<file path="src/rtl/vme_ram_readout_if.sv">
// vme_ram_readout_if
//   Groups the signals between the monitor-RAM readout block and its
//   surroundings: the snooped writer strobe/address and spill gate, the RAM
//   read port, and the VME-side request/data/status lines.
//
//   slave  : the readout block itself (vme_ram_readout).
//   master : the environment (writer, RAM, VME register interface).
//
//   Signals:
//     LIVE        spill gate
//     wr_ena      writer write strobe (snooped)
//     wr_addr     writer address (snooped)
//     rd_req      VME read request
//     rd_en       RAM read enable, one-cycle pulse
//     rd_addr     RAM read address
//     rd_data     RAM read data
//     dout        last word read, held until the next capture
//     dout_valid  one-cycle pulse marking a new dout
//     words_avail entries written in the last spill
//     busy        readout in progress
//     done        all entries delivered, or none written
//     aborted     sticky: LIVE rose before readout finished
interface vme_ram_readout_if #(
  parameter int ADDR_W = 12,
  parameter int DATA_W = 32
);
  logic              LIVE;
  logic              wr_ena;
  logic [ADDR_W-1:0] wr_addr;
  logic              rd_req;
  logic              rd_en;
  logic [ADDR_W-1:0] rd_addr;
  logic [DATA_W-1:0] rd_data;
  logic [DATA_W-1:0] dout;
  logic              dout_valid;
  logic [ADDR_W-1:0] words_avail;
  logic              busy;
  logic              done;
  logic              aborted;

  modport slave (
    input  LIVE, wr_ena, wr_addr, rd_req, rd_data,
    output rd_en, rd_addr, dout, dout_valid, words_avail, busy, done, aborted
  );

  modport master (
    output LIVE, wr_ena, wr_addr, rd_req, rd_data,
    input  rd_en, rd_addr, dout, dout_valid, words_avail, busy, done, aborted
  );
endinterface

</file>
<file path="src/rtl/vme_ram_readout.sv">
// vme_ram_readout
//   Reads back the monitor RAM filled during a LIVE spill. While LIVE is
//   high the writer's wr_ena/wr_addr are snooped to learn how many entries
//   were written; after LIVE falls, entries 1..words_avail are served one
//   per VME read request, then done is raised. A LIVE rise at any time
//   restarts capture and marks an unfinished readout as aborted.
//
//   Parameters:
//     ADDR_W  RAM address width
//     DATA_W  RAM data width
//     RD_LAT  edges from the RAM sampling rd_en to the edge on which
//             rd_data is sampled (1..7)
//
//   Ports:
//     clk    system clock (shared with writer and RAM)
//     reset  asynchronous, active-low reset
//     bus    vme_ram_readout_if.slave (see interface for signal list)
//
//   All outputs are registered.
module vme_ram_readout #(
  parameter int ADDR_W = 12,
  parameter int DATA_W = 32,
  parameter int RD_LAT = 2
) (
  input  logic                  clk,
  input  logic                  reset,
  vme_ram_readout_if.slave      bus
);

  typedef enum logic [1:0] {
    S_CAPTURE = 2'd0,
    S_READY   = 2'd1,
    S_FETCH   = 2'd2,
    S_DONE    = 2'd3
  } state_t;

  localparam logic [2:0] LAT = 3'(RD_LAT);

  state_t            state, state_n;

  logic              live_d;
  logic [ADDR_W-1:0] words_avail_q, words_avail_n;
  logic [ADDR_W-1:0] next_addr, next_addr_n;
  logic              rd_en_q, rd_en_n;
  logic [ADDR_W-1:0] rd_addr_q, rd_addr_n;
  logic [DATA_W-1:0] dout_q, dout_n;
  logic              dout_valid_q, dout_valid_n;
  logic              busy_q, busy_n;
  logic              done_q, done_n;
  logic              aborted_q, aborted_n;
  logic [2:0]        lat_cnt, lat_cnt_n;

  logic              rise, fall;
  logic [ADDR_W-1:0] words_eff;

  assign rise = bus.LIVE & ~live_d;
  assign fall = ~bus.LIVE & live_d;

  // A write strobe on the falling edge still counts, so the empty-spill
  // decision uses the count including that write.
  assign words_eff = bus.wr_ena ? bus.wr_addr : words_avail_q;

  always_comb begin
    state_n       = state;
    words_avail_n = words_avail_q;
    next_addr_n   = next_addr;
    rd_en_n       = 1'b0;
    rd_addr_n     = rd_addr_q;
    dout_n        = dout_q;
    dout_valid_n  = 1'b0;
    aborted_n     = aborted_q;
    lat_cnt_n     = lat_cnt;

    if (rise) begin
      // Rise wins over everything, including a coincident data sample.
      state_n       = S_CAPTURE;
      words_avail_n = '0;
      next_addr_n   = '0;
      aborted_n     = (state == S_READY) || (state == S_FETCH);
    end else begin
      unique case (state)
        S_CAPTURE: begin
          words_avail_n = words_eff;
          if (fall) begin
            if (words_eff == '0) begin
              state_n = S_DONE;
            end else begin
              state_n     = S_READY;
              next_addr_n = ADDR_W'(1);
            end
          end
        end
        S_READY: begin
          if (bus.rd_req) begin
            rd_addr_n = next_addr;
            rd_en_n   = 1'b1;
            lat_cnt_n = '0;
            state_n   = S_FETCH;
          end
        end
        S_FETCH: begin
          // lat_cnt counts edges after the request edge; the RAM samples
          // on the first of them, data is valid RD_LAT edges later.
          if (lat_cnt == LAT) begin
            dout_n       = bus.rd_data;
            dout_valid_n = 1'b1;
            if (next_addr == words_avail_q) begin
              state_n = S_DONE;
            end else begin
              next_addr_n = next_addr + 1'b1;
              state_n     = S_READY;
            end
          end else begin
            lat_cnt_n = lat_cnt + 1'b1;
          end
        end
        S_DONE: begin
        end
        default: state_n = S_CAPTURE;
      endcase
    end

    busy_n = (state_n == S_READY) || (state_n == S_FETCH);
    done_n = (state_n == S_DONE);
  end

  always_ff @(posedge clk or negedge reset) begin
    if (!reset) begin
      state         <= S_CAPTURE;
      live_d        <= 1'b0;
      words_avail_q <= '0;
      next_addr     <= '0;
      rd_en_q       <= 1'b0;
      rd_addr_q     <= '0;
      dout_q        <= '0;
      dout_valid_q  <= 1'b0;
      busy_q        <= 1'b0;
      done_q        <= 1'b0;
      aborted_q     <= 1'b0;
      lat_cnt       <= '0;
    end else begin
      state         <= state_n;
      live_d        <= bus.LIVE;
      words_avail_q <= words_avail_n;
      next_addr     <= next_addr_n;
      rd_en_q       <= rd_en_n;
      rd_addr_q     <= rd_addr_n;
      dout_q        <= dout_n;
      dout_valid_q  <= dout_valid_n;
      busy_q        <= busy_n;
      done_q        <= done_n;
      aborted_q     <= aborted_n;
      lat_cnt       <= lat_cnt_n;
    end
  end

  assign bus.rd_en       = rd_en_q;
  assign bus.rd_addr     = rd_addr_q;
  assign bus.dout        = dout_q;
  assign bus.dout_valid  = dout_valid_q;
  assign bus.words_avail = words_avail_q;
  assign bus.busy        = busy_q;
  assign bus.done        = done_q;
  assign bus.aborted     = aborted_q;

endmodule

</file>
<file path="src/flat_wrapper.sv">
// flat-port wrapper written by rule: the top's interface ports become plain ports
module vme_ram_readout_flat 
#(
  parameter int ADDR_W = 12,
  parameter int DATA_W = 32,
  parameter int RD_LAT = 2
)
  (clk, reset, bus_LIVE, bus_wr_ena, bus_wr_addr, bus_rd_req, bus_rd_data, bus_rd_en, bus_rd_addr, bus_dout, bus_dout_valid, bus_words_avail, bus_busy, bus_done, bus_aborted);
  vme_ram_readout_if #(.ADDR_W(ADDR_W), .DATA_W(DATA_W)) bus_i ();
  input  logic clk;
  input  logic reset;
  input wire logic [$bits(bus_i.LIVE)-1:0] bus_LIVE;
  input wire logic [$bits(bus_i.wr_ena)-1:0] bus_wr_ena;
  input wire logic [$bits(bus_i.wr_addr)-1:0] bus_wr_addr;
  input wire logic [$bits(bus_i.rd_req)-1:0] bus_rd_req;
  input wire logic [$bits(bus_i.rd_data)-1:0] bus_rd_data;
  output wire logic [$bits(bus_i.rd_en)-1:0] bus_rd_en;
  output wire logic [$bits(bus_i.rd_addr)-1:0] bus_rd_addr;
  output wire logic [$bits(bus_i.dout)-1:0] bus_dout;
  output wire logic [$bits(bus_i.dout_valid)-1:0] bus_dout_valid;
  output wire logic [$bits(bus_i.words_avail)-1:0] bus_words_avail;
  output wire logic [$bits(bus_i.busy)-1:0] bus_busy;
  output wire logic [$bits(bus_i.done)-1:0] bus_done;
  output wire logic [$bits(bus_i.aborted)-1:0] bus_aborted;
  assign bus_i.LIVE = bus_LIVE;
  assign bus_i.wr_ena = bus_wr_ena;
  assign bus_i.wr_addr = bus_wr_addr;
  assign bus_i.rd_req = bus_rd_req;
  assign bus_i.rd_data = bus_rd_data;
  assign bus_rd_en = bus_i.rd_en;
  assign bus_rd_addr = bus_i.rd_addr;
  assign bus_dout = bus_i.dout;
  assign bus_dout_valid = bus_i.dout_valid;
  assign bus_words_avail = bus_i.words_avail;
  assign bus_busy = bus_i.busy;
  assign bus_done = bus_i.done;
  assign bus_aborted = bus_i.aborted;
  vme_ram_readout #(.ADDR_W(ADDR_W), .DATA_W(DATA_W), .RD_LAT(RD_LAT)) u_core (.clk(clk), .reset(reset), .bus(bus_i));
endmodule
</file>
<file path="config.mk">
export PLATFORM = sky130hd
export DESIGN_NAME = vme_ram_readout_flat
export DESIGN_NICKNAME = d
export VERILOG_FILES = /design/src/rtl/vme_ram_readout_if.sv /design/src/rtl/vme_ram_readout.sv /design/src/flat_wrapper.sv
export SDC_FILE = /design/constraint.sdc
export NUM_CORES = 1
export LEC_CHECK = 0
export CAP_MARGIN = 20
export CORE_MARGIN = 5
export CORE_UTILIZATION = 51
export CTS_CLUSTER_SIZE = 12
export DETAILED_ROUTE_END_ITERATION = 16
export PLACE_DENSITY = 0.86
export SYNTH_ARGS = -nofsm -noshare
export SYNTH_HDL_FRONTEND = slang
export SYNTH_SLANG_ARGS = --single-unit
</file>
<file path="constraint.sdc">
create_clock -name clk -period 3.2 [get_ports clk]
set_input_delay 0.48 -clock clk [delete_from_list [all_inputs] [get_ports clk]]
set_output_delay 0.48 -clock clk [all_outputs]
set_load 0.02 [all_outputs]
</file>
==> flow_metrics.env, run 1 <==
export IMPL_status="finished clean"
export IMPL_yosys_warnings=0
export IMPL_min_path_type="flop to flop"
export IMPL_worstRegToRegCells=8
export IMPL_r2r_slack_ps=470
export IMPL_hold_viol=0
export IMPL_syn_nets=437
export IMPL_ir_worst_vdd_v=0.000517
export IMPL_end_kind="flop"
export IMPL_cap_violations=0
export IMPL_min_period_ps=2730
export IMPL_grt_overflow=0
export IMPL_pin_count=110
export IMPL_synth_top_area_cell="dfrtp_1"
export IMPL_min_from="u_core.bus.dout[13]"
export IMPL_dp_slack_ps=295
export IMPL_ys_types=43
export IMPL_wirelength_um=9210
export IMPL_cts_root_buf="clkbuf_8"
export IMPL_setup_viol=0
export IMPL_critPathKind="flop to flop"
export IMPL_synth_top_area_frac=0.541
export IMPL_crit_arrival_ps=2970
export IMPL_antenna_found_initial=0
export IMPL_track_usage=0.216
export IMPL_nFillCells=492
export IMPL_cts_max_level=3
export IMPL_netlist_top_cells_count="nand2_1, dfrtp_1, a21oi_1"
export IMPL_vias_per_cell=5.24
export IMPL_fin_ws_ps=470
export IMPL_grt_pass1_wl_um=15200
export IMPL_diodes=0
export IMPL_post_route_period_util=0.853
export IMPL_totalNegativeSetupSlack_ps=0
export IMPL_slowest_delay_ps=570
export IMPL_ctsResizeCount=0
export IMPL_cts_buffer_depth=2
export IMPL_synthTopCellsByArea="dfrtp_1, nand2_1, mux2_2"
export IMPL_placed_area_um2=4800
export IMPL_ys_ff_latch=79
export IMPL_clkTransAtPathRegs_ps=80
export IMPL_min_path_cells=2
export IMPL_hold_buffers=0
export IMPL_core_um2=6870
export IMPL_post_route_drc_count=0
export IMPL_cp_slowest_cell="or4_1"
export IMPL_required_ps=3440
export IMPL_nNetsFinal=547
export IMPL_yosys_cell_count_top_type="nand2_1"
export IMPL_dieArea_um2=8950
export IMPL_die_x_um=94.6
export IMPL_cts_made_buffers=9
export IMPL_r2r_end="u_core.next_addr[0]"
export IMPL_path_max_fanout=10
export IMPL_io_buffers=109
export IMPL_fp_row_count=30
export IMPL_final_cell_area_um2=5050
export IMPL_cts_tree="built"
export IMPL_grt_pass1_vias=3150
export IMPL_start_kind="flop"
export IMPL_final_util=0.735
export IMPL_max_slew_margin_rel=0.594
export IMPL_slew_viol_final=0
export IMPL_worst_hold_path_endpoint="u_core.bus.dout[13]"
export IMPL_syn_cell_area_um2=3650
export IMPL_skew_ps=12.1
export IMPL_drive_above_1_share=0.101
export IMPL_antenna_left=0
export IMPL_synth_async_reset_ratio=1.00
export IMPL_drt_iter0_drc=225
export IMPL_crit_top_cell="inv_1"
export IMPL_clk_latency_ps=350
export IMPL_synth_cells=380
export IMPL_synth_edf_count=0
export IMPL_start_util=0.532
export IMPL_cts_sinks=79
export IMPL_grt_max_degree=80
export IMPL_fmax_ghz=0.366
export IMPL_rsz0062_at_grt="no"
export IMPL_syn_avg_cell_area_um2=9.61
export IMPL_r2r_start="u_core.state[0]"
export IMPL_firstDrtPassIters=4
export IMPL_wl_per_cell_um=15.6
export IMPL_worst_slew_pin_slew_ps=609
export IMPL_leakagePower_nw=2.29
export IMPL_ys_flop_type="dfrtp_1"
export IMPL_power_density_nw_per_um2=800
export IMPL_area_growth_synth_to_final_pct=38.3
export IMPL_cp_cell_sequence="inv_1, ha_1, inv_1, or4_1, a31oi_2, buf_4, a211oi_1, a21o_2"
export IMPL_gp_congestion=0.848
export IMPL_die_h_um=94.6
export IMPL_ys_seq_area_frac=0.541
export IMPL_dp_hpwl_um=6750
export IMPL_postCtsSetupBuffers=0
export IMPL_num_vias=3094
==> logic make-up (layout without fill, tap and decap cells) <==
group / Yosys count / after routing / share of synthesized area
compound gates: 58 / 58 / 0.103
xor+xnor: 12 / 12 / 0.0288
fa+ha+maj: 8 / 8 / 0.0274
buf+inv: 23 / 137 / 0.0325
flops: 79 / 79 / 0.541
mux: 12 / 12 / 0.0370
simple gates: 188 / 188 / 0.230
==> worst max-delay path by stage <==
stage                    start              endpoint  slack [ps]  cells after the start
5_1_grt        u_core.state[0]   u_core.next_addr[0]         250                      8
6_report       u_core.state[0]   u_core.next_addr[0]         470                      8
3_5_place_dp        bus_wr_ena   u_core.next_addr[0]         300                      8
2_1_floorplan  u_core.state[0]  u_core.next_addr[11]        1020                      9
4_1_cts        u_core.state[0]   u_core.next_addr[0]         480                      8
3_3_place_gp        bus_wr_ena   u_core.next_addr[0]         390                      8
==> layout by cell type (no fill, tap or decap), drive strengths merged, types with 9 or more instances in the layout <==
| cell | Yosys | final |
|---|---|---|
| dfrtp | 79 | 79 |
| o21ai | 14 | 14 |
| nand2 | 132 | 132 |
| clkbuf | 10 | 9 |
| mux2 | 12 | 12 |
| a21oi | 24 | 24 |
| nor2 | 9 | 9 |
| clkdlybuf4s50 | 0 | 108 |
| xnor2 | 12 | 12 |
==> metrics by stage <==
stage               total power, mW  hold WS (ps)  cells
floorplan                      2.46           184    380
global placement               3.21           458    573
detailed placement             3.27           461    573
CTS                            4.07           320    588
global route                   4.28           488    590
finish                         4.04           477    590
==> flip-flops by register name, summed over array words and instances (netlist names) <==
name,count
u_core.bus.done,1
u_core.state,2
u_core.bus.words_avail,12
u_core.bus.rd_addr,12
u_core.live_d,1
u_core.bus.aborted,1
u_core.next_addr,12
u_core.lat_cnt,3
u_core.bus.dout_valid,1
u_core.bus.dout,32
u_core.bus.busy,1
u_core.bus.rd_en,1
==> layer usage <==
metal,vias up,global-route usage,part of all wire
met3,9,0.0470,0.042
met5,-,0,0
met2,62,0.359,0.53
li1,1504,-,-
met4,0,0.0841,0.011
met1,1519,0.274,0.42
==> worst max-delay path: cells and delay by family (launching register included) <==
kind / cells / cell delay, ps
AO/OA/AOI/OAI: 3 / 720
AND/OR/NAND/NOR: 1 / 570
buffers and inverters: 3 / 550
adder cells (fa/ha/maj): 1 / 370
flip-flops: 1 / 420
==> report_power, final <==
part / internal, mW / total [mW] / switching, mW / leakage (nW)
clock network: 0.433 / 0.789 / 0.356 / 0.105
registers: 1.29 / 1.53 / 0.232 / 1.08
logic: 0.806 / 1.73 / 0.922 / 1.11
total: 2.53 / 4.04 / 1.51 / 2.29
==> area by class of cell <==
| class | instances | area (µm²) | area share |
|---|---|---|---|
| clock buffers | 9 | 124 | 0.0245 |
| clock inverters | 6 | 86.3 | 0.0171 |
| inverters | 6 | 22.5 | 0.00446 |
| multi-input cells | 278 | 1560 | 0.308 |
| flip-flops and latches | 79 | 1980 | 0.391 |
| well taps | 96 | 120 | 0.0238 |
| repair buffers | 116 | 1160 | 0.230 |
Power figures use the tool's default switching activity.
==> inputs of run 2 (changes only) <==
SLEW_MARGIN = 20   (was not set)
==> run 2 against run 1 <==
Against the previous run: die area unchanged; sequential share of layout area grew 0.26 points; final area fell by 0.67%; core utilization decreased by 0.49 points; critical endpoint unchanged; first-iteration DRC count down 14%; largest power group unchanged; non-clock buffer count is 2 lower.
==> flow_metrics.env, run 2 (synthesis gave the netlist of run 1 again) <==
export IMPL_critPathKind="flop to flop"
export IMPL_worst_slew_pin_slew_ps=701
export IMPL_rsz0062_at_grt="no"
export IMPL_totalNegativeSetupSlack_ps=0
export IMPL_antenna_left=0
export IMPL_nFillCells=493
export IMPL_hold_viol=0
export IMPL_die_x_um=94.6
export IMPL_grt_max_degree=80
export IMPL_final_common_cell="nand2_1"
export IMPL_grt_pass1_vias=3150
export IMPL_skew_ps=9.91
export IMPL_dieArea_um2=8950
export IMPL_ctsResizeCount=0
export IMPL_crit_arrival_ps=2940
export IMPL_status="finished clean"
export IMPL_pwr_share_comb=0.426
export IMPL_vias_per_cell=5.27
export IMPL_drive_above_1_share=0.0996
export IMPL_postCtsSetupBuffers=0
export IMPL_required_ps=3440
export IMPL_gp_congestion=0.848
export IMPL_clkTransAtPathRegs_ps=80
export IMPL_cts_sinks=79
export IMPL_min_path_type="input port to asynchronous set/reset pin"
export IMPL_path_max_fanout=10
export IMPL_r2r_end="u_core.next_addr[0]"
export IMPL_ir_worst_vdd_v=0.000516
export IMPL_fp_row_count=30
export IMPL_swShare=0.373
export IMPL_cts_made_buffers=9
export IMPL_nNetsFinal=545
export IMPL_min_period_ps=2690
export IMPL_cts_max_level=3
export IMPL_diodes=0
export IMPL_num_vias=3101
export IMPL_clkPwrFrac=0.196
export IMPL_cap_violations=0
export IMPL_io_buffers=109
export IMPL_slew_viol_final=0
export IMPL_end_kind="flop"
export IMPL_seqCellArea_um2=1980
export IMPL_cts_root_buf="clkbuf_8"
export IMPL_r2r_slack_ps=510
export IMPL_die_h_um=94.6
export IMPL_setup_viol=0
export IMPL_max_slew_margin_rel=0.533
export IMPL_fmax_ghz=0.372
export IMPL_start_util=0.532
export IMPL_post_route_period_util=0.841
export IMPL_seqPwrFrac=0.378
export IMPL_dp_hpwl_um=6750
export IMPL_drt_iter0_drc=194
export IMPL_firstDrtPassIters=4
export IMPL_largest_reg_flops=32
export IMPL_leakagePower_nw=2.28
export IMPL_antenna_found_initial=0
export IMPL_area_growth_synth_to_final_pct=37.3
export IMPL_wirelength_um=9110
export IMPL_start_kind="flop"
export IMPL_r2r_start="u_core.state[0]"
export IMPL_power_density_nw_per_um2=804
export IMPL_final_cell_mix="nand2_1, clkdlybuf4s50_1, dfrtp_1, a21oi_1"
export IMPL_cts_buffer_depth=2
export IMPL_cts_tree="built"
export IMPL_clk_latency_ps=350
export IMPL_grt_overflow=0
export IMPL_p_int_mw=2.53
export IMPL_hold_buffers=0
export IMPL_hold_slack_ps=149
export IMPL_track_usage=0.216
export IMPL_worstRegToRegCells=8
export IMPL_post_route_drc_count=0
export IMPL_core_um2=6870
export IMPL_grt_pass1_wl_um=15200
export IMPL_multi_input_area_um2=1560
export IMPL_switchingPower_mw=1.51
export IMPL_wl_per_cell_um=15.5
export IMPL_pin_count=110
## run 2: changes by cell type in the layout (fill, tap and decap cells not counted), sizes merged
cell         change
buf              -1
dlygate4sd3      -1
## run 2: cell type report
type                            count  area share
Sequential cell                    79       0.394
Multi-Input combinational cell    278       0.310
Timing Repair Buffer              114       0.225
Clock buffer                        9      0.0247
Tap cell                           96      0.0239
Clock inverter                      6      0.0172
Inverter                            6     0.00449
## run 2: per-stage QoR
step                      cell area (µm²)  cells  utilization  worst slack [ps]  power (mW)
after floorplan                      3650    380            -              1020        2.46
after CTS                            5010    588        0.730               479        4.07
after detailed placement             4800    573        0.699               295        3.27
after global placement               4800    573        0.699               389        3.21
final                                5020    588        0.730               509        4.03
after global routing                 5020    588        0.730               252        4.28
## run 2: how the worst max path moves through the flow
stage,slack [ps],end,from
after floorplan,1020,u_core.next_addr[11],u_core.state[0]
after global placement,390,u_core.next_addr[0],bus_wr_ena
after detailed placement,300,u_core.next_addr[0],bus_wr_ena
after CTS,480,u_core.next_addr[0],u_core.state[0]
after global routing,250,u_core.next_addr[0],u_core.state[0]
final,510,u_core.next_addr[0],u_core.state[0]
## run 2: power groups by stage
stage          Sequential, mW  Clock, mW  Combinational [mW]
2_1_floorplan            1.84          0               0.626
3_3_place_gp             1.52          0                1.69
3_5_place_dp             1.54          0                1.73
4_1_cts                  1.52      0.805                1.74
5_1_grt                  1.56      0.849                1.87
6_report                 1.52      0.789                1.72
## run 2: critical path, stage by stage, from the launching register on
cell      delay [ps]
dfrtp_1          420
inv_1             90
ha_1             360
inv_1            220
or4_1            570
a31oi_2          450
buf_4            230
a211oi_1          50
a21o_2           200
## run 2: metal layers
metal | part of all wire | wire (µm) | vias to the layer above | global-route usage
met5 | 0 | 0 | - | 0
met2 | 0.52 | 4760 | 74 | 0.359
met3 | 0.049 | 447 | 10 | 0.0470
li1 | - | - | 1501 | -
met4 | 0.014 | 130 | 0 | 0.0841
met1 | 0.41 | 3770 | 1516 | 0.274
